### src/rtl/match_timer_m.sv
// High-digit stage behind counter_M: counts low-digit carries modulo N, compares the
// combined {count_hi,count_lo} against a target, and reports match/done/overflow/cfg_err.
//
// state | meaning
// IDLE  | stopped; count_hi held; waits for arm
// RUN   | counting carries and comparing against the target
// HOLD  | matched; count_hi frozen; done held until arm or reset
module match_timer_m #(
  parameter int M    = 10,
  parameter int N    = 16,
  parameter int HI_W = 4
) (
  input  logic            clk,
  input  logic            reset,
  input  logic            enable,
  input  logic            carry_in,
  input  logic [3:0]      count_lo,
  input  logic            arm,
  input  logic            stop,
  input  logic [HI_W-1:0] match_hi,
  input  logic [3:0]      match_lo,
  output logic [HI_W-1:0] count_hi,
  output logic            match_pulse,
  output logic            done,
  output logic            busy,
  output logic            overflow,
  output logic            cfg_err
);

  typedef enum logic [1:0] {IDLE, RUN, HOLD} state_t;

  // Limits are widened by one bit so that M = 16 or N = 2**HI_W still compare correctly.
  localparam logic [4:0]    M_LIM = M[4:0];
  localparam logic [HI_W:0] N_LIM = N[HI_W:0];

  state_t          state, state_nxt;
  logic [HI_W-1:0] hi_nxt;
  logic            pulse_nxt, done_nxt, ovf_nxt, cfg_nxt;
  logic            hit, hi_last;

  assign hi_last = (count_hi == HI_W'(N - 1));
  assign hit     = enable && !cfg_err && (count_hi == match_hi) && (count_lo == match_lo);
  assign cfg_nxt = ({1'b0, match_lo} >= M_LIM) || ({1'b0, match_hi} >= N_LIM);
  assign busy    = (state == RUN);

  always_comb begin
    state_nxt = state;
    hi_nxt    = count_hi;
    pulse_nxt = 1'b0;
    done_nxt  = done;
    ovf_nxt   = overflow;
    if (arm) begin
      state_nxt = RUN;
      hi_nxt    = '0;
      done_nxt  = 1'b0;
      ovf_nxt   = 1'b0;
    end else begin
      case (state)
        RUN: begin
          if (stop) begin
            state_nxt = IDLE;
          end else begin
            // a carry coinciding with the hit still advances the high digit
            if (enable && carry_in) begin
              hi_nxt = hi_last ? '0 : count_hi + HI_W'(1);
              if (hi_last) ovf_nxt = 1'b1;
            end
            if (hit) begin
              pulse_nxt = 1'b1;
              done_nxt  = 1'b1;
              state_nxt = HOLD;
            end
          end
        end
        HOLD: begin
          if (stop) state_nxt = IDLE;
        end
        default: begin
          state_nxt = state;
        end
      endcase
    end
  end

  always_ff @(posedge clk or posedge reset) begin
    if (reset) begin
      state       <= IDLE;
      count_hi    <= '0;
      match_pulse <= 1'b0;
      done        <= 1'b0;
      overflow    <= 1'b0;
      cfg_err     <= 1'b0;
    end else begin
      state       <= state_nxt;
      count_hi    <= hi_nxt;
      match_pulse <= pulse_nxt;
      done        <= done_nxt;
      overflow    <= ovf_nxt;
      cfg_err     <= cfg_nxt;
    end
  end

endmodule
### config.mk
export PLATFORM = sky130hd
export DESIGN_NAME = match_timer_m
export DESIGN_NICKNAME = d
export VERILOG_FILES = /design/src/rtl/match_timer_m.sv
export SDC_FILE = /design/constraint.sdc
export NUM_CORES = 1
export LEC_CHECK = 0
export ABC_CLOCK_PERIOD_IN_PS = 1300
export BUFFER_PORTS_ARGS = -buffer_cell sky130_fd_sc_hd__buf_2
export CELL_PAD_IN_SITES_DETAIL_PLACEMENT = 1
export CELL_PAD_IN_SITES_GLOBAL_PLACEMENT = 2
export CORE_ASPECT_RATIO = 0.9
export CORE_UTILIZATION = 23
export DETAILED_ROUTE_END_ITERATION = 8
export PLACE_DENSITY_LB_ADDON = 0.1
export SLEW_MARGIN = 0
export SYNTH_ARGS = -nofsm -noshare
export SYNTH_HDL_FRONTEND = slang
export SYNTH_SLANG_ARGS = --single-unit
export TNS_END_PERCENT = 1
### constraint.sdc
create_clock -name clk -period 1.3 [get_ports clk]
set_input_delay 0.195 -clock clk [delete_from_list [all_inputs] [get_ports clk]]
set_output_delay 0.195 -clock clk [all_outputs]
set_load 0.03 [all_outputs]
After elaboration in Yosys (flattened, before gate mapping)
Index checks and enable logic that the tools add are counted.
{ "word_totals": {"reg_bits": 10, "inputBits": 18, "out_inout_bits": 9, "word_cells": 53} }
{ "op_classes": {"addsub": 1, "magnitude_cmp": 1, "eq_ne": 8, "mux": 23, "n_reduce_logical": 14} }
{ "ops": {"columns": ["op", "n"], "rows": [
  ["$mux W4", 5],
  ["$mux W1", 13],
  ["$reduce_and A3 Y1", 3],
  ["$eq A4 B4 Y1", 2],
  ["$mux W2", 4],
  ["$reduce_bool A2 Y1", 4],
  ["$add A4 B1 Y4 const B", 1],
  ["$eq A4 B4 Y1 const B", 1],
  ["$ge A4 B4 Y1 const B", 1],
  ["$logic_and A1 B1 Y1", 4],
  ["$ne A4 B3 Y1 const B", 1],
  ["$pmux W2 S2", 1],
  ["$reduce_and A4 Y1", 1],
  ["$ne A3 B3 Y1 const B", 1],
  ["$reduce_bool A3 Y1", 1],
  ["$eq A2 B1 Y1 const B", 1],
  ["$eq A2 B2 Y1 const B", 1],
  ["$ne A2 B2 Y1 const B", 1],
  ["$logic_not A1 Y1", 1]
]} }

Longest topological paths before layout
Gate-level depths: netlist (run 1).
{ "logic_depth": {"depth_word": 8, "mapped_depth": 5, "ltp_nobuf": 4} }

Worst setup path after synthesis (run 1)
Ideal clock, no wire load.
{ "synth_timing": {"path_type": "reg-to-reg", "startpoint": "reg count_hi[0]", "endpoint": "reg state[1]", "setup_time_ps": 96, "t_arrival_ps": 1253, "required_time_ps": 1204, "path_slack_ps": -48, "stages_incl_launch_ff": 5, "n_path_buf": 0, "period_less_slack_ps": 1348, "cell_sequence": "dfrtp_1 xor2_1 nor4_2 nand4_1 o31ai_1"} }
{ "synth_via": {"elab_chain_cells": 5} }
{ "synth_lines": {"columns": ["item", "line_no", "source"], "rows": [
  ["start, declared", "22", "output logic [HI_W-1:0] count_hi,"],
  ["start signal, assigned", "95", "count_hi <= hi_nxt;"],
  ["$eq A4 B4 Y1", "42", "assign hit = enable && !cfg_err && (count_hi == match_hi) && (count_lo == match_lo);"],
  ["$logic_and A1 B1 Y1 (2 in series)", "42", null],
  ["$ne A4 B3 Y1 (no line)", null, null],
  ["$reduce_and A3 Y1 (no line)", null, null],
  ["end signal, assigned", "94", "state <= state_nxt;"],
  ["end, declared", "36", "state_t state, state_nxt;"]
]} }
Every way passes these cells.
A chain may end at the register's enable or synchronous reset.

Worst setup path after layout (run 1)
{ "layout_timing": {"startpoint": "reg state[1]", "endpoint": "reg count_hi[1]"} }
{ "layout_via": {"elab_chain_cells": 3} }
{ "layout_lines": {"columns": ["item", "line_no", "source"], "rows": [
  ["$eq A2 B1 Y1", "58", "case (state)"],
  ["$reduce_bool A2 Y1 (no line)", null, null],
  ["$reduce_and A3 Y1 (no line)", null, null]
]} }
Every way passes these cells.

==> flow_metrics.py, run 1 <==
metrics = {
    "drt": {
        "wl_mm": 1.49,
        "drc": 0,
        "vias_per_cell": 4.49,
        "num_vias": 543,
        "antenna_left": 0,
        "drt_iter0_markers": 1,
        "drt_pre_antenna_iters": 2,
        "wl_per_cell_um": 12.3,
    },
    "timing": {
        "drv_slew": 0,
        "period_share_pct": 99.7,
        "timing.fmax_mhz": 771,
        "skew_ns": 0.00284,
        "worst_pin_slew_ns": 0.406,
        "timing.slew.headroom_pct": 72.9,
        "finalSetupViolCount": 0,
        "fin_crit_ns": 1.30,
        "rsz0062_at_grt": "yes",
        "hold_viol_final": 0,
    },
    "place": {
        "io_buffers": 26,
        "hpwl_mm": 1.16,
        "dp.cells": 114,
        "gp_congestion": 0.709,
    },
    "global_routing": {
        "grt_max_degree": 11,
        "grt_pass1_vias": 502,
        "grt.total_usage_pct": 12.1,
        "antenna_found_initial": 0,
        "overflow": 0,
        "grt_pass1_wl_mm": 2.50,
    },
    "final_layout": {
        "n_antenna_cell": 0,
        "final_util_pct": 36.1,
        "regArea_um2": 254,
        "area_delta_synth_final_pct": 49.9,
        "final_cells": 121,
        "drive_gt1_share_pct": 52.7,
        "nets": 113,
        "multi_input_area_um2": 337,
        "fillers": 285,
    },
    "clocking": {
        "cts_made_buffers": 3,
        "cts_tree": "built",
        "cts_buffer_depth": 2,
        "clock_latency_ns": 0.26,
        "root_buffer": "clkbuf_4",
        "cts.clk_slew.worst_paths_ns": 0.07,
        "cts.sinks": 10,
        "h-tree-depth": 1,
    },
    "setup_path": {
        "rr_worst_depth": 4,
        "r2r-end": "count_hi[1]",
        "crit_path_end_kind": "flop",
        "cp-start-kind": "flop",
        "crit_end": "count_hi[1]",
        "crit_type": "reg -> reg",
        "setup.worst_path.start": "state[1]",
        "critPathRequiredTime_ns": 1.45,
        "worstPathArrival_ns": 1.45,
        "reg2reg_slack_ns": 0.004,
        "worstReg2RegStart": "state[1]",
        "crit_path_max_fanout": 5,
    },
    "synth": {
        "synthTopCellsByArea": "dfrtp_1, xor2_1, mux2i_1",
        "yosys.area.top_type": "dfrtp_1",
        "yosysWarnings": 0,
        "ys_seq_area_share_pct": 42.5,
        "synth_cells": 57,
        "ys_ff_latch": 10,
        "syn_area_per_cell_um2": 10.3,
        "synth_top_area_share_pct": 42.5,
        "synth_area_um2": 589,
        "synthDistinctLibCells": 30,
        "syn-num-nets": 76,
    },
    "floorplanning": {
        "die_h_um": 50.0,
        "num_rows": 17,
        "die_width_um": 55.4,
        "core_area_um2": 2450,
        "ios": 27,
        "start_util_pct": 24.1,
        "dieArea_um2": 2770,
    },
    "pwr": {
        "p_int_mw": 0.546,
        "p_per_area_nw_per_um2": 825,
        "p_switching_mw": 0.183,
        "vdd_ir_drop_max_mv": 0.333,
        "netSwitchingFraction_pct": 25.1,
        "pwr-share-seq_pct": 44.2,
        "pwr-share-comb_pct": 17.2,
        "total_power_mw": 0.729,
        "leakage_nw": 0.444,
        "p_clk_share_pct": 38.6,
    },
    "status": {
        "status": "finished, final reports clean",
    },
    "job": {
        "drv_cap": 0,
    },
    "hold_path": {
        "hold_class": "in -> reg",
    },
}
-- how the worst min path moves through the flow --
stage / cells past startpoint / to / slack, ns / startpoint
after floorplan: 1 / cfg_err / 0.04 / reset
after global placement: 2 / overflow / 0.20 / reset
after detailed placement: 2 / match_pulse / 0.21 / reset
after CTS: 2 / cfg_err / 0.15 / match_lo[2]
after global routing: 2 / cfg_err / 0.15 / match_lo[2]
final: 2 / cfg_err / 0.16 / match_lo[2]
-- logic make-up after synthesis --
family                     synth area share [%]
AOI/OAI and AO/OA                          11.3
xor gates and xnor gates                   13.4
adders and majority gates                  2.12
buffers and inverters                      6.58
DFF                                        42.5
muxes                                      3.40
and+or+nand+nor                            20.8
-- flip-flops by register name, indices dropped and copies added (netlist names) --
register     count
match_pulse      1
cfg_err          1
done             1
state            2
overflow         1
count_hi         4
-- metal layers --
metal  GRT usage, %  routed length, µm  vias to the layer above
li1               -                  -                      266
met1           16.6                724                      255
met2           16.5                660                       20
met3           4.99                 86                        2
met4           5.00                 16                        0
met5              0                  0                        -
-- cells in the final DEF (no fill, tap or decap), types with 3 or more instances in the layout --
cell type	n
inv_1	5
dfrtp_2	3
buf_2	25
nor2_1	5
xor2_1	6
buf_4	9
dfrtp_1	7
clkbuf_4	3
-- critical path, stage by stage, from the launching register on --
cell and delay (ns):
dfrtp_1 0.40, nor3b_2 0.24, and3_4 0.26, mux2i_1 0.20, nor2_1 0.07
-- metrics by stage --
step | setup slack [ns] | TNS, ns | hold slack [ns] | area, µm²
after global placement | -0.00128 | -0.00128 | 0.202 | 782
after CTS | -0.0301 | -0.0557 | 0.145 | 831
after detailed placement | -0.0421 | -0.0711 | 0.211 | 782
final | 0.00371 | 0 | 0.160 | 883
after global routing | -0.123 | -0.371 | 0.150 | 883
after floorplan | 0.0000958 | 0 | 0.0350 | 592
-- cell type report --
cell class | count | area share, %
Inverter | 5 | 2.12
Clock buffer | 4 | 4.11
Sequential cell | 10 | 28.8
Multi-Input combinational cell | 39 | 38.1
Timing Repair Buffer | 35 | 22.9
Tap cell | 28 | 3.97
-- power by group through the flow --
stage / Combinational, mW / Clock, mW / Sequential (mW)
final: 0.125 / 0.281 / 0.322
after CTS: 0.119 / 0.300 / 0.321
after detailed placement: 0.115 / 0 / 0.327
after floorplan: 0.0534 / 0 / 0.335
after global routing: 0.138 / 0.317 / 0.323
after global placement: 0.115 / 0 / 0.327
-- cells in the mapped netlist --
master / instances
dfrtp_1: 10
xor2_1: 8
inv_1: 5
nor2_1: 5
a41oi_1: 2
mux2i_1: 2
nand2_1: 2
a21oi_1: 1
a21oi_2: 1
a31o_1: 1
a31oi_1: 1
and2b_1: 1
and3_4: 1
and4_1: 1
buf_2: 1
buf_6: 1
clkbuf_1: 1
ha_1: 1
nand2b_1: 1
nand3_1: 1
nand4_1: 1
nor2b_1: 1
nor3_1: 1
nor3b_2: 1
nor4_2: 1
nor4b_2: 1
o21a_1: 1
o21ai_1: 1
o31ai_1: 1
xnor2_1: 1
-- what timing repair did --
action	CTS	global route
endpoints found under the hold margin	10	0
pin swaps	1	7
hold buffers	1	0
setup endpoints to repair	3	7
setup buffers	0	2
resized for setup	1	6
(Power assumes the default switching activity.)
==> run 2: changes to the inputs <==
RECOVER_POWER = 100   (was not set)
==> run 2 against run 1 <==
Flip-flop and latch count unchanged. Wire length increased by 0.54%. Non-clock buffer count unchanged.
==> flow_metrics.py, run 2 (synthesized netlist as in run 1, its figures left out) <==
metrics = {
    "drt": {
        "wl_per_cell_um": 12.4,
        "num_vias": 543,
        "vias_per_cell": 4.49,
        "drc": 0,
        "drt_pre_antenna_iters": 2,
        "wl_mm": 1.50,
        "drt_iter0_markers": 1,
        "antenna_left": 0,
    },
    "place": {
        "gp_congestion": 0.709,
        "dpl-instance-area_um2": 782,
        "io_buffers": 26,
        "hpwl_mm": 1.16,
        "dp.cells": 114,
    },
    "global_routing": {
        "grt_pass1_wl_mm": 2.50,
        "overflow": 0,
        "met2_usage_pct": 16.5,
        "antenna_found_initial": 0,
        "grt_busiest_layer": "met1",
        "gr-usage-met3_pct": 4.99,
        "grtUsageMet1_pct": 16.6,
        "grt_max_degree": 11,
        "grt_pass1_vias": 502,
        "grt.total_usage_pct": 12.1,
    },
    "final_layout": {
        "area_delta_synth_final_pct": 49.0,
        "final_common_cell": "buf_2",
        "fillers": 286,
        "post-route-cell-area_um2": 878,
        "top_register": "count_hi",
        "drive_gt1_share_pct": 48.4,
        "final_cells": 121,
        "largest_registers": "count_hi: 4 flops, state: 2 flops",
        "n_antenna_cell": 0,
        "final_cell_mix": "buf_2, buf_4, dfrtp_1, xor2_1",
        "final_util_pct": 35.9,
        "largest_reg_flops": 4,
        "nets": 113,
    },
    "timing": {
        "timing.slew.headroom_pct": 72.9,
        "drv_slew": 0,
        "period_share_pct": 99.7,
        "finalSetupViolCount": 0,
        "hold_viol_final": 0,
        "skew_ns": 0.00307,
        "rsz0062_at_grt": "yes",
        "worst_pin_slew_ns": 0.406,
        "timing.fmax_mhz": 771,
        "finalSetupTns_ns": 0,
        "fin_crit_ns": 1.30,
    },
    "clocking": {
        "cts_made_buffers": 3,
        "cts_buffer_depth": 2,
        "root_buffer": "clkbuf_4",
        "cts.sinks": 10,
        "cts.clk_slew.worst_paths_ns": 0.07,
        "cts_tree": "built",
        "h-tree-depth": 1,
        "clock_latency_ns": 0.27,
    },
    "hold_path": {
        "hold_path_depth": 2,
        "hold_class": "in -> reg",
    },
    "floorplanning": {
        "die_h_um": 50.0,
        "core_area_um2": 2450,
        "dieArea_um2": 2770,
        "die_width_um": 55.4,
        "num_rows": 17,
        "start_util_pct": 24.1,
        "ios": 27,
    },
    "pwr": {
        "leakage_nw": 0.429,
        "pwr-share-comb_pct": 17.1,
        "p_clk_share_pct": 38.7,
        "p_per_area_nw_per_um2": 829,
        "p_int_mw": 0.545,
        "netSwitchingFraction_pct": 25.2,
        "pwr-share-seq_pct": 44.2,
        "vdd_ir_drop_max_mv": 0.333,
        "p_switching_mw": 0.184,
    },
    "setup_path": {
        "cp-start-kind": "flop",
        "crit_type": "reg -> reg",
        "critPathRequiredTime_ns": 1.45,
        "rr_worst_depth": 4,
        "crit_path_end_kind": "flop",
        "crit_path_max_fanout": 5,
        "worstPathArrival_ns": 1.45,
    },
    "status": {
        "status": "finished, final reports clean",
    },
    "job": {
        "drv_cap": 0,
    },
}
run 2: cell types whose count changed in the layout (fill, tap and decap cells not counted):
cell,before,now
buf_2,25,21
clkbuf_1,0,4
run 2: metal layers:
layer	wire length, µm	up-vias
met5	0	-
met4	16	0
met3	89	2
met2	662	20
met1	727	255
li1	-	266
run 2: worst max-delay path, cell delays in order (launching register included):
cell     delay (ns)
dfrtp_1        0.40
nor3b_2        0.24
and3_4         0.26
mux2i_1        0.20
nor2_1         0.07
run 2: cell type report:
| class | instances | area (µm²) | share of cell area [%] |
|---|---|---|---|
| flip-flops and latches | 10 | 254 | 28.9 |
| clock buffers | 4 | 36.3 | 4.13 |
| inverters | 5 | 18.8 | 2.14 |
| well taps | 28 | 35.0 | 3.99 |
| repair buffers | 35 | 198 | 22.5 |
| multi-input cells | 39 | 337 | 38.3 |
run 2: what timing repair did:
| action | CTS | global route |
|---|---|---|
| setup buffers | 0 | 2 |
| gates resized for setup | 1 | 6 |
| pin swaps | 1 | 7 |
| hold buffers | 1 | 0 |
| endpoints found under the hold margin | 10 | 0 |
| endpoints found under the setup margin | 3 | 7 |
run 2: power groups by stage:
stage	combinational, mW	sequential, mW	clock [mW]
6_report	0.124	0.322	0.282
5_1_grt	0.137	0.323	0.317
3_3_place_gp	0.115	0.327	0
3_5_place_dp	0.115	0.327	0
4_1_cts	0.119	0.321	0.300
2_1_floorplan	0.0534	0.335	0
run 2: final timing paths:
check                       startpoint           to  slack (ns)
setup / recovery              state[1]  count_hi[1]       0.003
hold reg to reg                   done         done        0.51
setup reg to reg              state[1]  count_hi[1]       0.003
hold / removal             match_lo[2]      cfg_err        0.16
min in group asynchronous        reset  match_pulse        0.45
max in group asynchronous        reset  count_hi[1]        0.54
run 2: per-stage QoR:
stage                     hold slack (ns)  total power, mW  worst slack [ns]
after detailed placement            0.211            0.442           -0.0421
after CTS                           0.145            0.740           -0.0301
after global placement              0.202            0.442          -0.00128
final                               0.160            0.728           0.00339
after global routing                0.150            0.776            -0.123
after floorplan                    0.0350            0.389         0.0000958
